--- src/rtl/pipeline_ctrl.sv ---
// pipeline_ctrl: hazard and sequencing controller for the five-stage CPU.
// Drives PC/latch enables and flushes, sequences halt, counts stalls/flushes.
//
// Ports:
//   CLK, nRST                       clock, async active-low reset
//   ihit, dhit                      instruction / data memory ready
//   mem_dREN, mem_dWEN              memory-stage load / store
//   mem_branch_taken, mem_halt      memory-stage redirect / halt
//   ex_dREN, ex_rt                  execute-stage load and its destination
//   id_rs, id_rt, id_uses_rt        decode-stage source registers
//   pc_en, *_en, *_flush            combinational pipeline controls
//   halt                            registered sticky halt
//   stall_cycles, flush_events      saturating debug counters
module pipeline_ctrl (
    input  logic        CLK,
    input  logic        nRST,
    input  logic        ihit,
    input  logic        dhit,
    input  logic        mem_dREN,
    input  logic        mem_dWEN,
    input  logic        mem_branch_taken,
    input  logic        mem_halt,
    input  logic        ex_dREN,
    input  logic [4:0]  ex_rt,
    input  logic [4:0]  id_rs,
    input  logic [4:0]  id_rt,
    input  logic        id_uses_rt,
    output logic        pc_en,
    output logic        fetch_en,
    output logic        decode_en,
    output logic        execute_en,
    output logic        memory_en,
    output logic        fetch_flush,
    output logic        decode_flush,
    output logic        execute_flush,
    output logic        halt,
    output logic [31:0] stall_cycles,
    output logic [15:0] flush_events
);

    typedef enum logic [1:0] {
        RUN,
        DWAIT,
        HALTING,
        HALTED
    } state_t;

    // Control vector layout:
    // {pc_en, fetch_en, decode_en, execute_en, memory_en,
    //  fetch_flush, decode_flush, execute_flush}
    // Enables whose flush is set are driven 1 for determinism.
    localparam logic [7:0] CTL_FREEZE = 8'b00000_000;
    localparam logic [7:0] CTL_NORMAL = 8'b11111_000;
    localparam logic [7:0] CTL_BRANCH = 8'b11111_111;
    localparam logic [7:0] CTL_HALT   = 8'b01111_111;
    localparam logic [7:0] CTL_LDUSE  = 8'b00111_010;
    localparam logic [7:0] CTL_IMISS  = 8'b01111_100;

    state_t      state_q, state_d;
    logic        halt_q;
    logic [31:0] stall_q, stall_d;
    logic [15:0] flush_q, flush_d;

    logic [7:0]  ctl;
    logic        br_fire;
    logic        dwait;
    logic        ld_use;
    logic        rs_match;
    logic        rt_match;
    logic        stall_inc;

    assign dwait    = (mem_dREN | mem_dWEN) & ~dhit;
    assign rs_match = (ex_rt == id_rs);
    assign rt_match = id_uses_rt & (ex_rt == id_rt);
    assign ld_use   = ex_dREN & (ex_rt != 5'd0) & (rs_match | rt_match);

    always_comb begin
        state_d = state_q;
        ctl     = CTL_FREEZE;
        br_fire = 1'b0;
        unique case (state_q)
            RUN, DWAIT: begin
                // In DWAIT only dhit releases the freeze; redirects wait.
                if ((state_q == DWAIT) ? ~dhit : dwait) begin
                    ctl     = CTL_FREEZE;
                    state_d = DWAIT;
                end else begin
                    state_d = RUN;
                    if (mem_halt) begin
                        ctl     = CTL_HALT;
                        state_d = HALTING;
                    end else if (mem_branch_taken) begin
                        ctl     = CTL_BRANCH;
                        br_fire = 1'b1;
                    end else if (ld_use) begin
                        ctl = CTL_LDUSE;
                    end else if (~ihit) begin
                        ctl = CTL_IMISS;
                    end else begin
                        ctl = CTL_NORMAL;
                    end
                end
            end
            HALTING: begin
                ctl     = CTL_HALT;
                state_d = HALTED;
            end
            HALTED: begin
                ctl     = CTL_FREEZE;
                state_d = HALTED;
            end
            default: begin
                ctl     = CTL_FREEZE;
                state_d = RUN;
            end
        endcase
    end

    // Reset overrides every control strobe.
    assign pc_en         = ctl[7] & nRST;
    assign fetch_en      = ctl[6] & nRST;
    assign decode_en     = ctl[5] & nRST;
    assign execute_en    = ctl[4] & nRST;
    assign memory_en     = ctl[3] & nRST;
    assign fetch_flush   = ctl[2] & nRST;
    assign decode_flush  = ctl[1] & nRST;
    assign execute_flush = ctl[0] & nRST;

    assign stall_inc = ~ctl[7] & (state_q != HALTED);

    always_comb begin
        stall_d = stall_q;
        flush_d = flush_q;
        if (stall_inc && (stall_q != 32'hFFFF_FFFF)) begin
            stall_d = stall_q + 32'd1;
        end
        if (br_fire && (flush_q != 16'hFFFF)) begin
            flush_d = flush_q + 16'd1;
        end
    end

    always_ff @(posedge CLK or negedge nRST) begin
        if (!nRST) begin
            state_q <= RUN;
            halt_q  <= 1'b0;
            stall_q <= 32'd0;
            flush_q <= 16'd0;
        end else begin
            state_q <= state_d;
            halt_q  <= (state_d == HALTED);
            stall_q <= stall_d;
            flush_q <= flush_d;
        end
    end

    assign halt         = halt_q;
    assign stall_cycles = stall_q;
    assign flush_events = flush_q;

endmodule

--- config.mk ---
export PLATFORM = sky130hd
export DESIGN_NAME = pipeline_ctrl
export DESIGN_NICKNAME = d
export VERILOG_FILES = /design/src/rtl/pipeline_ctrl.sv
export SDC_FILE = /design/constraint.sdc
export NUM_CORES = 1
export LEC_CHECK = 0
export ABC_AREA = 1
export ABC_CLOCK_PERIOD_IN_PS = 1800
export BUFFER_PORTS_ARGS = -buffer_cell sky130_fd_sc_hd__buf_2
export CORE_ASPECT_RATIO = 2
export CORE_MARGIN = 2
export CORE_UTILIZATION = 40
export CTS_CLUSTER_DIAMETER = 40
export DETAILED_ROUTE_END_ITERATION = 16
export HOLD_SLACK_MARGIN = 0.15
export PLACE_DENSITY = 0.71
export SLEW_MARGIN = 20
export SYNTH_ARGS = -nofsm -noshare
export SYNTH_HDL_FRONTEND = slang
export SYNTH_SLANG_ARGS = --single-unit
--- constraint.sdc ---
create_clock -name CLK -period 1.8 [get_ports CLK]
set_clock_uncertainty 0.2 [all_clocks]
set_input_delay 0.36 -clock CLK [delete_from_list [all_inputs] [get_ports CLK]]
set_output_delay 0.36 -clock CLK [all_outputs]
set_load 0.005 [all_outputs]
==> flow_summary_export.csv, run 1 <==
group,metric,value,unit
logic_synthesis,yosysWarnings,0,
route,wl,13300,um
logic_synthesis,synth_area,3490,um2
logic_synthesis,synth_edf_count,0,
cells_and_area,area_growth,64.7,%
floorplan,num_rows,48,
logic_synthesis,syn-num-nets,538,
grt,grt_overflow_total,0,
floorplan,io-pin-count,82,
route,wl_met3,737,um
timing,rsz0062_at_grt,"true",
cts,root_buffer,"clkbuf_16",
timing,hold_violations,0,
route,drt-wirelength-per-cell,16.6,um
grt,grt_usage,27.0,%
placement,hpwl,8010,um
grt,grt_pass1_vias,4599,
grt,grt_max_degree,52,
floorplan,fp.dieH,136,um
grt,antenna_found_initial,0,
cells_and_area,fill_cells,655,
power,irDropWorstVdd,0.000594,V
timing,setup_viol,56,
power,p_int,1.75,mW
power,swShare,23.8,%
flow_run,maxCapViolCount,0,
placement,portBuffers,81,
timing,slew_viol_final,0,
status,violations,"negative setup slack",
placement,postPlaceCellArea,4700,um2
route,highest_layer,"met4",
power,clockPowerShare,44.7,%
placement,gp_congestion,0.949,
route,vias,4333,
worst_setup_path,cp-end-kind,"output port",
cells_and_area,drive_gt1_share,48.8,%
status,status,"finished with violations",
cts,cts-htree-levels,2,
worst_setup_path,required,1.24,ns
worst_setup_path,arrival,1.79,ns
logic_synthesis,synth_seq_cells,51,
worst_setup_path,critical_path_class,"flip-flop to output port",
cells_and_area,nNetsFinal,729,
hold_path,hold_depth,3,
cts,tritoncts,"yes",
floorplan,start_util,40.7,%
floorplan,die_w,70.1,um
worst_setup_path,reg2reg_depth,12,
cells_and_area,diodes,0,
route,dr_wl_met2,7460,um
logic_synthesis,synth_cell_types,32,
logic_synthesis,syn_area_per_cell,6.84,um2
route,dr.pass1.iters,4,
power,switchingPower,0.548,mW
cts,clk-insertion-delay-late,0.30,ns
timing,fin_ws,-0.547,ns
timing,worst_slew_pin_slew,0.675,ns
worst_setup_path,worst-path-max-fanout,3,
worst_setup_path,critPathLaunchType,"flip-flop",
power,p_comb_share,5.4,%
timing,slew_headroom,55.0,%
power,power_density,400,nW/um2
timing,fin_setup_tns,-17.08,ns
logic_synthesis,async_flop_share,100,%
grt,grt_pass1_wl,20600,um
route,drt_iter0_markers,285,
timing,min_period,2.35,ns
route,ant_nets,0,
cts,cts.sinks,51,
floorplan,dieArea,9550,um2
logic_synthesis,synth_ff_type,"dfrtp_1",
power,p_leak,2.86,nW
route,via_per_inst,5.40,
timing,max_freq,0.426,GHz
logic_synthesis,synthTopCellsByArea,"dfrtp_1 37%, nand2_1 18%, nand3_1 7.6%",
logic_synthesis,synth_cells,511,
logic_synthesis,seq_area_frac_synth,36.5,%
floorplan,core_area,8590,um2
logic_synthesis,synth_top_area_share,36.5,%
hold_path,hold_path_class,"primary input to flip-flop",
route,routedLengthMet1,4150,um
power,seqPwrFrac,49.9,%
route,route.detailed.drc,0,
logic_synthesis,yosysTopAreaCell,"dfrtp_1",
cts,clkTransAtPathRegs,0.06,ns
cells_and_area,stdcell_area,5760,um2
timing,fin_crit_sh,130,%
cts,clock_path_buffers,2,
cts,cts_buffers,5,
## layout make-up
class	count	area (um2)	area share [%]
well taps	100	125	2.17
inverters	77	307	5.33
clock buffers	6	139	2.41
clock inverters	2	16.3	0.283
multi-input cells	370	2430	42.3
repair buffers	197	1460	25.3
flip-flops and latches	51	1280	22.2
## layer usage
metal	GRT usage, %	vias up
li1	-	1985
met4	20.2	0
met5	0	-
met3	4.89	87
met2	52.4	212
met1	23.8	2049
## registers in the layout, summed over array words and instances (netlist names)
name / cells
stall_cycles: 32
flush_events: 16
halt: 1
state_q: 2
## stage by stage
step	hold WS, ns	setup WS [ns]	cells	power, mW	util (%)
floorplan	-0.136	-0.115	511	1.21	-
global placement	0.299	-0.190	766	1.28	54.7
detailed placement	0.314	-0.237	766	1.28	54.7
CTS	0.159	-0.450	797	2.29	64.3
global route	0.188	-0.672	803	2.37	67.0
finish	0.167	-0.547	803	2.30	67.0
## final timing paths
check	startpoint	end	slack, ns
worst max register to register	stall_cycles[1]	stall_cycles[0]	-0.38
worst min-delay path	mem_halt	state_q[1]	0.17
max in group asynchronous	nRST	stall_cycles[23]	0.39
worst max-delay path	state_q[1]	decode_flush	-0.55
min in group asynchronous	nRST	stall_cycles[5]	0.56
worst min register to register	state_q[1]	halt	0.33
## Yosys cell counts, types with 2 or more instances
| master | instances |
|---|---|
| nand2_1 | 167 |
| inv_1 | 70 |
| nand3_1 | 53 |
| dfrtp_1 | 51 |
| nor2_1 | 40 |
| xor2_1 | 22 |
| nor3_1 | 17 |
| o21ai_1 | 13 |
| nand4_1 | 10 |
| buf_2 | 7 |
| inv_2 | 7 |
| o21ai_0 | 6 |
| nand3_2 | 5 |
| nor3_2 | 5 |
| nor4_1 | 5 |
| nand2_2 | 4 |
| xnor2_1 | 4 |
| buf_6 | 3 |
| nand2_4 | 3 |
| nor2_2 | 3 |
| nor2_4 | 3 |
| buf_4 | 2 |
| ha_1 | 2 |
## repair_timing
action,in CTS,in global routing
setup buffers,18,5
endpoints found under the hold margin,51,0
hold buffers,1,0
gates cloned,4,1
pin swaps,46,54
gates resized for setup,104,48
setup endpoints to repair,56,56
## critical path, cell delays in order, from the launching register on
cell and delay, ns:
dfrtp_1 0.37, inv_2 0.05, nand2_2 0.07, a31oi_4 0.08, or2_1 0.26, nor2_1 0.17
inv_1 0.09, o21ai_2 0.16, inv_2 0.07, o21ai_2 0.05, buf_2 0.12
## cells by family (layout without fill, tap and decap cells)
family / Yosys count / after routing / synth area share (%)
flops: 51 / 51 / 36.5
xor+xnor: 26 / 26 / 6.52
fa+ha+maj: 2 / 2 / 0.716
compound gates: 21 / 21 / 3.37
buf+inv: 91 / 282 / 10.9
simple gates: 320 / 321 / 42.0
## cells in the final DEF, fill, tap and decap left out, types with 7 or more instances in the layout
cell / count
nand2_1: 130
buf_4: 94
buf_2: 81
inv_1: 65
dfrtp_1: 51
nand2_2: 35
nand3_2: 30
nor2_1: 25
nand3_1: 24
xor2_1: 22
nor2_4: 19
nor3_1: 14
o21ai_2: 13
buf_6: 12
nand4_1: 10
inv_2: 7
## power groups by stage
stage / sequential (mW) / clock [mW] / combinational, mW
detailed placement: 1.17 / 0 / 0.112
global placement: 1.17 / 0 / 0.108
finish: 1.15 / 1.03 / 0.124
CTS: 1.15 / 1.03 / 0.120
global route: 1.15 / 1.08 / 0.143
floorplan: 1.17 / 0 / 0.0401
Power figures use the tool's default switching activity.
==> run 2, diff against run 1 <==
Settings changed: ABC_AREA 1 to not set, PLACE_DENSITY 0.71 to 0.73, RECOVER_POWER set to 25.
==> flow_summary_export.csv, run 2 <==
group,metric,value,unit
timing,worst_slew_pin_slew,0.597,ns
route,highest_layer,"met4",
cts,cts-htree-levels,2,
worst_setup_path,worst_r2r_endpoint,"stall_cycles[5]",
cells_and_area,nNetsFinal,479,
status,status,"finished with violations",
logic_synthesis,synth_area,2660,um2
logic_synthesis,synth_top_area_share,48.0,%
floorplan,dieArea,7350,um2
cts,tritoncts,"yes",
grt,grt_pass1_wl,14500,um
floorplan,core_area,6520,um2
logic_synthesis,yosysWarnings,0,
route,ant_nets,0,
cells_and_area,final_cell_mix,"79 x buf_4, 71 x buf_2, 51 x dfrtp_1",
placement,hpwl,5620,um
worst_setup_path,critPathLaunchType,"primary input",
logic_synthesis,synth_edf_count,0,
logic_synthesis,synth_seq_cells,51,
flow_run,maxCapViolCount,0,
power,irDropWorstVdd,0.000672,V
hold_path,holdPathEnd,"state_q[1]",
grt,grt_pass1_vias,3092,
route,via_per_inst,5.38,
logic_synthesis,ys_top_cells_by_count,"51 x dfrtp_1, 35 x xnor2_1, 23 x nand2_1, 19 x xor2_1, 18 x nand3_1",
worst_setup_path,reg2reg_depth,6,
logic_synthesis,syn_area_per_cell,10.3,um2
timing,slew_headroom,60.1,%
cts,clock_path_buffers,2,
logic_synthesis,syn-num-nets,286,
route,drt_iter0_markers,189,
logic_synthesis,synthTopCellsByArea,"dfrtp_1 48%, xnor2_1 12%, xor2_1 6.3%",
timing,rsz0062_at_grt,"true",
cts,root_buffer,"clkbuf_16",
cells_and_area,diodes,0,
cells_and_area,area_growth,91.1,%
timing,hold_slack,0.299,ns
placement,portBuffers,81,
grt,grt_overflow_total,0,
logic_synthesis,seq_area_frac_synth,48.0,%
route,dr.pass1.iters,4,
power,power_density,442,nW/um2
route,drt-wirelength-per-cell,19.0,um
cts,cts_buffers,5,
worst_setup_path,critical_path_buf_inv_count,3,
route,wl_met3,535,um
route,dr_wl_met2,5760,um
placement,pre_cts_slack,-0.785,ns
worst_setup_path,slowest_stage,"or2_4",
worst_setup_path,required,1.24,ns
worst_setup_path,cp-end-kind,"output port",
floorplan,io-pin-count,82,
timing,min_period,2.47,ns
logic_synthesis,synth_cell_types,39,
cts,clkTransAtPathRegs,0.06,ns
grt,grt_usage,26.2,%
placement,gp_congestion,0.840,
cells_and_area,drive_gt1_share,65.8,%
worst_setup_path,worstPathCellList,"buf_6 > xor2_2 > nor4_2 > a32oi_1 > buf_4 > or2_4 > a21oi_2 > nor3_2 > buf_2",
logic_synthesis,yosysTopAreaCell,"dfrtp_1",
route,wl,10300,um
power,p_leak,2.49,nW
cells_and_area,largest_reg_flops,32,
cts,cts.sinks,51,
timing,slew_viol_final,0,
worst_setup_path,worst-path-max-fanout,3,
logic_synthesis,async_flop_share,100,%
route,routedLengthMet1,3650,um
logic_synthesis,synth_ff_type,"dfrtp_1",
cells_and_area,mostFrequentLayoutCell,"buf_4",
timing,setup_viol,56,
logic_synthesis,synth_cells,259,
route,vias,2913,
hold_path,hold_depth,4,
worst_setup_path,critical_path_class,"primary input to output port",
route,route.detailed.drc,0,
timing,max_freq,0.405,GHz
worst_setup_path,arrival,1.91,ns
status,violations,"negative setup slack",
logic_synthesis,synthMostInstantiatedCell,"dfrtp_1",
timing,fin_ws,-0.667,ns
cts,clk-insertion-delay-late,0.30,ns
timing,hold_violations,0,
worst_setup_path,regToRegStartpoint,"state_q[0]",
grt,antenna_found_initial,0,
floorplan,start_util,40.8,%
hold_path,hold_path_class,"primary input to flip-flop",
grt,grt_max_degree,35,
timing,fin_setup_tns,-22.09,ns
worst_setup_path,reg2reg_slack,-0.55,ns
cells_and_area,post-route-util,78.0,%
floorplan,die_w,61.7,um
worst_setup_path,cp_top_family,"simple AND/OR/NAND/NOR gates",
hold_path,min_from,"mem_halt",
floorplan,num_rows,42,
floorplan,fp.dieH,119,um
timing,fin_crit_sh,137,%
worst_setup_path,critPathLaunch,"id_rt[1]",
worst_setup_path,cpPeakStageDelay,0.26,ns
## run 2: cell count changes after synthesis, moves of 7 or more
cell / previous run / this run
nand2_1: 167 / 23
inv_1: 70 / 7
nand3_1: 53 / 18
xnor2_1: 4 / 35
nor2_1: 40 / 10
o21ai_1: 13 / 0
nor3_1: 17 / 8
and3_1: 0 / 8
inv_2: 7 / 0
## run 2: routing by layer
layer | global-route usage [%] | vias up
met1 | 29.6 | 1478
met3 | 4.23 | 25
met2 | 46.1 | 107
li1 | - | 1303
met4 | 10.5 | 0
met5 | 0 | -
## run 2: layout make-up
type / count / area [um2]
Multi-Input combinational cell: 192 / 2060
Timing Repair Buffer: 195 / 1460
Fill cell: 403 / 1440
Sequential cell: 51 / 1280
Clock buffer: 5 / 125
Tap cell: 88 / 110
Inverter: 7 / 28.8
Clock inverter: 3 / 15.0
## run 2: worst max-delay path by stage
stage	endpoint	slack [ns]	depth (start not counted)
final	pc_en	-0.67	9
after global routing	pc_en	-0.73	9
after CTS	pc_en	-0.53	9
after detailed placement	stall_cycles[5]	-0.78	7
after global placement	stall_cycles[23]	-0.69	7
after floorplan	stall_cycles[10]	-0.50	7
## run 2: power by group
| part | internal [mW] | switching, mW |
|---|---|---|
| clock | 0.509 | 0.434 |
| sequential | 1.15 | 0 |
| combinational | 0.0666 | 0.0886 |
| total | 1.72 | 0.523 |
## run 2: repair_timing
action | CTS | global route
endpoints found under the hold margin | 51 | 0
resized for setup | 102 | 59
cloned | 1 | 0
pin swaps | 69 | 50
buffers inserted | 17 | 12
setup endpoints to repair | 55 | 56
hold buffers | 1 | 0
## run 2: metrics by stage
| stage | instance area (um2) | cells | power, mW |
|---|---|---|---|
| floorplan | 2800 | 259 | 1.19 |
| global placement | 3940 | 508 | 1.27 |
| detailed placement | 3940 | 508 | 1.28 |
| CTS | 4750 | 534 | 2.21 |
| global route | 5080 | 541 | 2.31 |
| finish | 5080 | 541 | 2.24 |
## run 2: kinds of logic after synthesis
group           Yosys count  synth area share, %
compound gates           18                 4.42
xor+xnor                 55                 18.4
fa+ha+maj                 2                0.941
buf+inv                  16                 2.92
flops                    51                 48.0
mux                       2                0.847
simple gates            115                 24.5
## run 2: worst min-delay path: stages
cell     delay, ns
buf_2         0.12
buf_4         0.14
o21ai_0       0.08
nand2_1       0.06
